--- src/rtl/poly_note_player_pkg.sv ---
// Shared types and width helpers for the polyphonic note player.
package poly_note_player_pkg;

  localparam int SINE_ADDR_W = 10;
  localparam int SINE_DATA_W = 16;

  typedef enum logic [1:0] {
    S_IDLE,
    S_SCAN,
    S_DRAIN,
    S_DONE
  } mix_state_t;

  function automatic int vsel_w(input int n);
    return (n > 1) ? $clog2(n) : 1;
  endfunction

  function automatic int phase_w(input int step_w);
    return step_w + 2;
  endfunction

  // One extra bit per doubling of the voice count keeps the mix sum exact.
  function automatic int acc_w(input int n);
    return SINE_DATA_W + $clog2(n);
  endfunction

endpackage

--- src/rtl/poly_note_player_if.sv ---
// Sequencer/codec-facing signal bundle of the polyphonic note player.
interface poly_note_player_if #(
  parameter int NUM_VOICES = 4,
  parameter int NOTE_W     = 6,
  parameter int DUR_W      = 6,
  parameter int SAMPLE_W   = 18
);
  localparam int VSEL_W = poly_note_player_pkg::vsel_w(NUM_VOICES);

  logic                       play_enable;
  logic                       load_new_note;
  logic [VSEL_W-1:0]          voice_sel;
  logic [NOTE_W-1:0]          note_to_load;
  logic [DUR_W-1:0]           duration;
  logic                       beat;
  logic                       generate_next_sample;
  logic signed [SAMPLE_W-1:0] sample_out;
  logic                       sample_ready;
  logic [NUM_VOICES-1:0]      note_done;
  logic                       busy;

  modport master (
    output play_enable, load_new_note, voice_sel, note_to_load, duration,
           beat, generate_next_sample,
    input  sample_out, sample_ready, note_done, busy
  );

  modport slave (
    input  play_enable, load_new_note, voice_sel, note_to_load, duration,
           beat, generate_next_sample,
    output sample_out, sample_ready, note_done, busy
  );

endinterface

--- src/rtl/frequency_rom.sv ---
// Note index to phase step; one note unit advances the sine address by one entry.
module frequency_rom #(
  parameter int NOTE_W = 6,
  parameter int STEP_W = 20
) (
  input  logic [NOTE_W-1:0] i_note,
  output logic [STEP_W-1:0] o_step
);

  assign o_step = STEP_W'(i_note) << (STEP_W - 8);

endmodule

--- src/rtl/poly_note_player_voice_counter.sv ---
// Per-voice beat-driven duration counter with a registered zero flag.
module voice_counter
  import poly_note_player_pkg::*;
#(
  parameter int DUR_W = 6
) (
  input  logic             clk,
  input  logic             reset,
  input  logic             i_load,
  input  logic [DUR_W-1:0] i_duration,
  input  logic             i_beat,
  input  logic             i_enable,
  output logic             o_done
);

  logic [DUR_W-1:0] r_count;
  logic [DUR_W-1:0] w_count_nxt;

  // A load in the same cycle as a beat takes the loaded value undecremented.
  always_comb begin
    w_count_nxt = r_count;
    if (i_load)
      w_count_nxt = i_duration;
    else if (i_beat && i_enable && (r_count != '0))
      w_count_nxt = r_count - 1'b1;
  end

  always_ff @(posedge clk) begin
    if (!reset) begin
      r_count <= '0;
      o_done  <= 1'b1;
    end else begin
      r_count <= w_count_nxt;
      o_done  <= (w_count_nxt == '0);
    end
  end

endmodule

--- src/rtl/sine_rom.sv ---
// 1024-entry signed sine table (parabolic half-wave), registered read.
module sine_rom
  import poly_note_player_pkg::*;
(
  input  logic                          clk,
  input  logic [SINE_ADDR_W-1:0]        i_addr,
  output logic signed [SINE_DATA_W-1:0] o_data
);

  logic [SINE_ADDR_W-2:0] w_x;
  logic [SINE_DATA_W-1:0] w_mag;

  // x*(511-x)/2 peaks at 32640, so the magnitude always fits the signed range.
  assign w_x   = i_addr[SINE_ADDR_W-2:0];
  assign w_mag = SINE_DATA_W'((32'(w_x) * (32'd511 - 32'(w_x))) >> 1);

  always_ff @(posedge clk) begin
    o_data <= i_addr[SINE_ADDR_W-1] ? -$signed(w_mag) : $signed(w_mag);
  end

endmodule

--- src/rtl/poly_note_player.sv ---
// Multi-voice note player: per-voice phase/step/duration state and a
// time-multiplexed sine lookup that mixes all voices into one sample per request.
module poly_note_player
  import poly_note_player_pkg::*;
#(
  parameter int NUM_VOICES = 4,
  parameter int NOTE_W     = 6,
  parameter int DUR_W      = 6,
  parameter int STEP_W     = 20,
  parameter int SAMPLE_W   = 18
) (
  input logic               clk,
  input logic               reset,
  poly_note_player_if.slave bus
);

  localparam int VSEL_W  = vsel_w(NUM_VOICES);
  localparam int PHASE_W = phase_w(STEP_W);
  localparam int ACC_W   = acc_w(NUM_VOICES);
  localparam logic [VSEL_W-1:0] LAST_K = VSEL_W'(NUM_VOICES - 1);

  mix_state_t                     r_state, w_state_nxt;
  logic [VSEL_W-1:0]              r_k;
  logic [NOTE_W-1:0]              r_note  [NUM_VOICES];
  logic [STEP_W-1:0]              r_step  [NUM_VOICES];
  logic [PHASE_W-1:0]             r_phase [NUM_VOICES];
  logic [NUM_VOICES-1:0]          w_done, w_active, w_load, w_adv;
  logic [31:0]                    w_sel_ext;
  logic                           w_sel_ok, w_start, w_busy, w_ready;
  logic                           r_ld_vld_p1;
  logic [VSEL_W-1:0]              r_ld_sel_p1;
  logic [NOTE_W-1:0]              r_ld_note_p1;
  logic [STEP_W-1:0]              w_freq_step;
  logic [SINE_ADDR_W-1:0]         w_sine_addr;
  logic signed [SINE_DATA_W-1:0]  w_sine_data;
  logic                           r_vld_p1;
  logic signed [ACC_W-1:0]        r_acc, w_acc_nxt;
  logic signed [SAMPLE_W-1:0]     r_sample;

  function automatic logic signed [ACC_W-1:0] widen_rom(input logic signed [SINE_DATA_W-1:0] d);
    return ACC_W'(d);
  endfunction

  function automatic logic signed [SAMPLE_W-1:0] to_sample(input logic signed [ACC_W-1:0] a);
    return SAMPLE_W'(a);
  endfunction

  assign w_sel_ext = 32'(bus.voice_sel);
  assign w_sel_ok  = (w_sel_ext < 32'(NUM_VOICES));
  assign w_start   = (r_state == S_IDLE) && bus.generate_next_sample && bus.play_enable;

  always_comb begin
    w_load   = '0;
    w_active = '0;
    w_adv    = '0;
    for (int v = 0; v < NUM_VOICES; v++) begin
      w_load[v]   = bus.load_new_note && w_sel_ok && (bus.voice_sel == VSEL_W'(v));
      w_active[v] = !w_done[v] && (r_note[v] != '0);
      w_adv[v]    = (r_state == S_SCAN) && (r_k == VSEL_W'(v)) && w_active[v];
    end
  end

  for (genvar v = 0; v < NUM_VOICES; v++) begin : g_voice
    voice_counter #(.DUR_W(DUR_W)) u_cnt (
      .clk        (clk),
      .reset      (reset),
      .i_load     (w_load[v]),
      .i_duration (bus.duration),
      .i_beat     (bus.beat),
      .i_enable   (bus.play_enable),
      .o_done     (w_done[v])
    );
  end

  // Load stage p1: frequency lookup for the voice loaded last cycle.
  always_ff @(posedge clk) begin
    if (!reset) begin
      r_ld_vld_p1  <= 1'b0;
      r_ld_sel_p1  <= '0;
      r_ld_note_p1 <= '0;
    end else begin
      r_ld_vld_p1  <= |w_load;
      r_ld_sel_p1  <= bus.voice_sel;
      r_ld_note_p1 <= bus.note_to_load;
    end
  end

  frequency_rom #(.NOTE_W(NOTE_W), .STEP_W(STEP_W)) u_freq (
    .i_note (r_ld_note_p1),
    .o_step (w_freq_step)
  );

  // A load clears the phase even when that voice is being advanced this cycle.
  always_ff @(posedge clk) begin
    if (!reset) begin
      for (int v = 0; v < NUM_VOICES; v++) begin
        r_note[v]  <= '0;
        r_step[v]  <= '0;
        r_phase[v] <= '0;
      end
    end else begin
      for (int v = 0; v < NUM_VOICES; v++) begin
        if (w_load[v]) begin
          r_note[v]  <= bus.note_to_load;
          r_phase[v] <= '0;
        end else if (w_adv[v]) begin
          r_phase[v] <= r_phase[v] + PHASE_W'(r_step[v]);
        end
        if (r_ld_vld_p1 && (r_ld_sel_p1 == VSEL_W'(v)))
          r_step[v] <= w_freq_step;
      end
    end
  end

  assign w_sine_addr = r_phase[r_k][PHASE_W-1 -: SINE_ADDR_W];

  sine_rom u_sine (
    .clk    (clk),
    .i_addr (w_sine_addr),
    .o_data (w_sine_data)
  );

  always_comb begin
    w_state_nxt = r_state;
    w_busy      = 1'b1;
    w_ready     = 1'b0;
    case (r_state)
      S_IDLE: begin
        w_busy = 1'b0;
        if (w_start) w_state_nxt = S_SCAN;
      end
      S_SCAN:  if (r_k == LAST_K) w_state_nxt = S_DRAIN;
      S_DRAIN: w_state_nxt = S_DONE;
      S_DONE: begin
        w_ready     = 1'b1;
        w_state_nxt = S_IDLE;
      end
      default: w_state_nxt = S_IDLE;
    endcase
  end

  assign w_acc_nxt = r_vld_p1 ? (r_acc + widen_rom(w_sine_data)) : r_acc;

  // Mix stage p1: ROM word for the voice addressed last cycle joins the sum.
  always_ff @(posedge clk) begin
    if (!reset) begin
      r_state  <= S_IDLE;
      r_k      <= '0;
      r_vld_p1 <= 1'b0;
      r_acc    <= '0;
      r_sample <= '0;
    end else begin
      r_state  <= w_state_nxt;
      r_vld_p1 <= (r_state == S_SCAN) && w_active[r_k];
      if (w_start)
        r_acc <= '0;
      else if (r_state == S_SCAN)
        r_acc <= w_acc_nxt;
      if (r_state == S_SCAN)
        r_k <= (r_k == LAST_K) ? '0 : r_k + 1'b1;
      if (r_state == S_DRAIN)
        r_sample <= to_sample(w_acc_nxt);
    end
  end

  assign bus.sample_out   = r_sample;
  assign bus.sample_ready = w_ready;
  assign bus.busy         = w_busy;
  assign bus.note_done    = w_done;

endmodule

--- src/flat_wrapper.sv ---
// flat-port wrapper written by rule: the top's interface ports become plain ports
module poly_note_player_flat import poly_note_player_pkg::*;
#(
  parameter int NUM_VOICES = 4,
  parameter int NOTE_W     = 6,
  parameter int DUR_W      = 6,
  parameter int STEP_W     = 20,
  parameter int SAMPLE_W   = 18
)
  (clk, reset, bus_play_enable, bus_load_new_note, bus_voice_sel, bus_note_to_load, bus_duration, bus_beat, bus_generate_next_sample, bus_sample_out, bus_sample_ready, bus_note_done, bus_busy);
  poly_note_player_if #(.NUM_VOICES(NUM_VOICES), .NOTE_W(NOTE_W), .DUR_W(DUR_W), .SAMPLE_W(SAMPLE_W)) bus_i ();
  input logic clk;
  input logic reset;
  input wire logic [$bits(bus_i.play_enable)-1:0] bus_play_enable;
  input wire logic [$bits(bus_i.load_new_note)-1:0] bus_load_new_note;
  input wire logic [$bits(bus_i.voice_sel)-1:0] bus_voice_sel;
  input wire logic [$bits(bus_i.note_to_load)-1:0] bus_note_to_load;
  input wire logic [$bits(bus_i.duration)-1:0] bus_duration;
  input wire logic [$bits(bus_i.beat)-1:0] bus_beat;
  input wire logic [$bits(bus_i.generate_next_sample)-1:0] bus_generate_next_sample;
  output wire logic [$bits(bus_i.sample_out)-1:0] bus_sample_out;
  output wire logic [$bits(bus_i.sample_ready)-1:0] bus_sample_ready;
  output wire logic [$bits(bus_i.note_done)-1:0] bus_note_done;
  output wire logic [$bits(bus_i.busy)-1:0] bus_busy;
  assign bus_i.play_enable = bus_play_enable;
  assign bus_i.load_new_note = bus_load_new_note;
  assign bus_i.voice_sel = bus_voice_sel;
  assign bus_i.note_to_load = bus_note_to_load;
  assign bus_i.duration = bus_duration;
  assign bus_i.beat = bus_beat;
  assign bus_i.generate_next_sample = bus_generate_next_sample;
  assign bus_sample_out = bus_i.sample_out;
  assign bus_sample_ready = bus_i.sample_ready;
  assign bus_note_done = bus_i.note_done;
  assign bus_busy = bus_i.busy;
  poly_note_player #(.NUM_VOICES(NUM_VOICES), .NOTE_W(NOTE_W), .DUR_W(DUR_W), .STEP_W(STEP_W), .SAMPLE_W(SAMPLE_W)) u_core (.clk(clk), .reset(reset), .bus(bus_i));
endmodule
--- config.mk ---
export PLATFORM = sky130hd
export DESIGN_NAME = poly_note_player_flat
export DESIGN_NICKNAME = d
export VERILOG_FILES = /design/src/rtl/poly_note_player_pkg.sv /design/src/rtl/poly_note_player_if.sv /design/src/rtl/frequency_rom.sv /design/src/rtl/poly_note_player_voice_counter.sv /design/src/rtl/sine_rom.sv /design/src/rtl/poly_note_player.sv /design/src/flat_wrapper.sv
export SDC_FILE = /design/constraint.sdc
export NUM_CORES = 1
export LEC_CHECK = 0
export CORE_AREA = 2 2 260 262
export DETAILED_ROUTE_END_ITERATION = 10
export DIE_AREA = 0 0 262 264
export GPL_TIMING_DRIVEN = 1
export HOLD_SLACK_MARGIN = 0.08
export PLACE_DENSITY = 0.53
export REMOVE_ABC_BUFFERS = 1
export SLEW_MARGIN = 20
export SYNTH_ARGS = -nofsm -noshare
export SYNTH_HDL_FRONTEND = slang
export SYNTH_HIERARCHICAL = 1
export SYNTH_SLANG_ARGS = --single-unit
--- constraint.sdc ---
create_clock -name clk -period 18.4 [get_ports clk]
set_input_delay 1.84 -clock clk [delete_from_list [all_inputs] [get_ports clk]]
set_output_delay 1.84 -clock clk [all_outputs]
set_load 0.01 [all_outputs]
==> results.md <==
* Total clock buffers created by CTS at 37
* Synthesized area per cell at a little under 10 um2
* RD Place Congestion at between 0.8 and 0.9
* # rows at 95
* Avg WL per Cell at between 15 and 20 um
* Post-route setup TNS at 0 ns
* I/O pin count at between 40 and 50
* Yosys reg bits at 288
* Data required, critical path at around 19 ns
* Max Buffers Root-to-Sink at 3
* Critical path startpoint category: flip-flop
* Crit Path Max Fanout at 11
* Postcts setup bufs at 0
* Crit end category: flip-flop
* Post-DRT Antenna Nets at 0
* Status: completed
* Initial Utilization at a little under 30%
* Switching fraction of total power at between 40% and 50%
* Skew final at 0.0212 ns
* Setup WS post-layout at 11.94 ns
* Asr flop ratio synth at 0%
* Worst Path Class, Setup: flip-flop to flip-flop
* Count of pins over their slew limit at 0
* First-pass GRT wire length at about 78,000 um
* Shortest period the worst path allows at ~6.5 ns
* Power per Cell Area at around 190 nW/um2
* Slew headroom at between 50% and 60%
* Share of cells above drive strength 1 at under 10%
* Most frequent cells in the layout: 228 x nor2_1, 192 x edfxtp_1, 179 x ha_1, 130 x nand2_1, 125 x inv_1
* Part of the power in combinational logic at 62.2%
* Dpl hpwl at about 37,000 um
* Post-synth EDFFs at between 150 and 200
* Vias in the first global route at between 10,000 and 15,000
* Critical path data arrival time at approximately 7 ns
* Synth-to-layout area growth at 13.0%
* MaxCap Viol Count at 0
* Final setup viols at 0
* RSZ-0062 raised after global routing: false
* Initial DRC count at around 830
* Clock Latency Late Sink at 0.56 ns
* Cts hold-fix bufs at 0
* Full die area at just under 70,000 um2
* Mapped cell area at 19,700 um2
* TritonRoute pass-1 iters at 5
* Nets at 2,268
* Synth cell types at 100
* Clock share of power at between 10% and 20%
* Hold path depth at 2
* Core Footprint at 66,600 um2
* Internal at between 2 and 2.5 mW
* R2R cell count at 21
* YS warnings at 6
* Die Height at roughly 260 um
* Sequential power share at 20.0%
* Synth Instances at around 2,000
* CTS H-tree depth at 2
* Total Routed Length at 49,100 um
* Initial antenna violation count at 4
* CTS tree: built
* Max IR drop VDD at 0.000261 V
* Final Hold Fails at 0
* Peak Freq at 0.155 GHz
* Overall power at 4.21 mW
* CTS sink cnt at ~290
* DR vias/cell at around 5.0
* Clock Root Buffer: clkbuf_16
* Most used DFF post-synth: edfxtp_1
* P_leak at around 9.0 nW
* PortBufs at 43
* Worst Tran Pin Value at 0.708 ns
* GRT Util Overall at roughly 14%
* Largest net degree at the start of global routing at 54
* Final period util at about a third
* Gr ovfl total at 0
* NetSw at ~1.9 mW
* DR DRC count at 0
* Clock slew at reported path FFs at 0.06 ns
* Count of cells resized by post-cts repair at 0
* Worst hold path class: flip-flop to flip-flop
* Vias at 14,600
* Post-synthesis sequential area ratio at roughly two fifths
* Post-Place Setup Slack at between 10 and 15 ns
* Commonest non-fill, non-tap cell in the layout: nor2_1
* Die width at 262 um
-- path summary, 6_finish.rpt --
path                     from                        to  slack [ns]
min reg2reg  u_core/r_acc[13]          u_core/r_acc[13]        0.47
max                 flip-flop  u_core/u_sine/o_data[12]       11.94
min          u_core/r_acc[13]          u_core/r_acc[13]        0.47
max reg2reg         flip-flop  u_core/u_sine/o_data[12]       11.94
-- Yosys cell counts (all sizes together) (17+ instances only) --
cell    instances  share of area [%]
a211oi         33                1.3
a21o           34                1.3
a21oi         106                2.7
a31oi          20               0.63
and2          110                3.5
buf            30                1.1
clkbuf         54                1.0
dfxtp          96                9.7
edfxtp        192                 29
fa             43                4.4
ha            179                 11
inv           127                2.4
mux2i          22                1.1
nand2         131                2.5
nand2b         22               0.70
nand3          37                1.0
nor2          231                4.4
nor2b          32                1.0
nor3           35               0.94
nor3b          18               0.79
nor4           17               0.76
o21a           19               0.72
o21ai          96                2.5
o31ai          22               0.91
xnor2          50                2.2
xor2           39                1.7
-- worst max-delay path, cell delays in order (launching register included) --
cell,delay [ns]
dfxtp_1,0.70
mux4_2,0.68
clkinv_1,0.24
nand2_1,0.12
fa_1,0.55
inv_1,0.05
fa_1,0.50
inv_1,0.05
fa_1,0.53
inv_1,0.05
fa_1,0.47
inv_1,0.05
fa_1,0.48
inv_1,0.04
ha_1,0.39
o211a_1,0.19
nor3_2,0.25
a21oi_1,0.08
xnor2_1,0.33
nand4_4,0.19
o31ai_2,0.30
xnor2_1,0.15
-- routing by layer --
layer	GRT usage (%)	vias to the layer above	wire, um
met1	18.6	7054	22400
met2	23.8	236	23600
met3	1.68	65	1640
met5	0	-	0
li1	-	7234	-
met4	5.68	0	1510
-- through the flow --
stage | std cells | hold WS (ns) | cell area [um2] | utilization (%)
after floorplan | 1929 | 0.444 | 19400 | -
after global placement | 2860 | 0.459 | 21000 | 31.5
after detailed placement | 2860 | 0.465 | 21000 | 31.5
after CTS | 2927 | 0.473 | 22200 | 33.4
after global routing | 2939 | 0.506 | 22300 | 33.5
final | 2940 | 0.473 | 22300 | 33.5
-- power groups by stage --
stage | sequential [mW] | clock [mW] | combinational [mW]
global route | 0.850 | 0.793 | 2.99
floorplan | 0.839 | 0 | 2.10
finish | 0.840 | 0.750 | 2.61
detailed placement | 0.855 | 0 | 2.61
global placement | 0.853 | 0 | 2.56
CTS | 0.842 | 0.772 | 2.62
-- sequential cells by signal, indices dropped and copies added, names as in the netlist, 4 cells and up, named ones only --
name                          count
u_core/r_step                    80
u_core/r_acc                     18
u_core/u_sine/o_data             16
u_core/g_voice.u_cnt/r_count     24
u_core/r_note                    24
u_core/bus.sample_out            18
u_core/g_voice.u_cnt/o_done       4
u_core/r_ld_note_p1               6
u_core/r_phase                   88
-- area by class of cell --
type                            count  area (um2)
Antenna cell                       13        32.5
Clock buffer                       50        1070
Clock inverter                     17         188
Fill cell                        6812       44300
Inverter                          130         488
Multi-Input combinational cell   1511       11200
Sequential cell                   288        7690
Tap cell                          873        1090
Timing Repair Buffer               58         538
-- kinds of logic after synthesis --
kind of cell	after synthesis	synth area share [%]
adders and majority gates	222	15.7
other	1	0.0190
muxes	45	3.13
and+or+nand+nor	712	18.9
DFF	288	39.0
xor gates and xnor gates	89	3.95
AOI/OAI and AO/OA	429	14.7
buffers and inverters	214	4.64
Power figures use the tool's default switching activity.
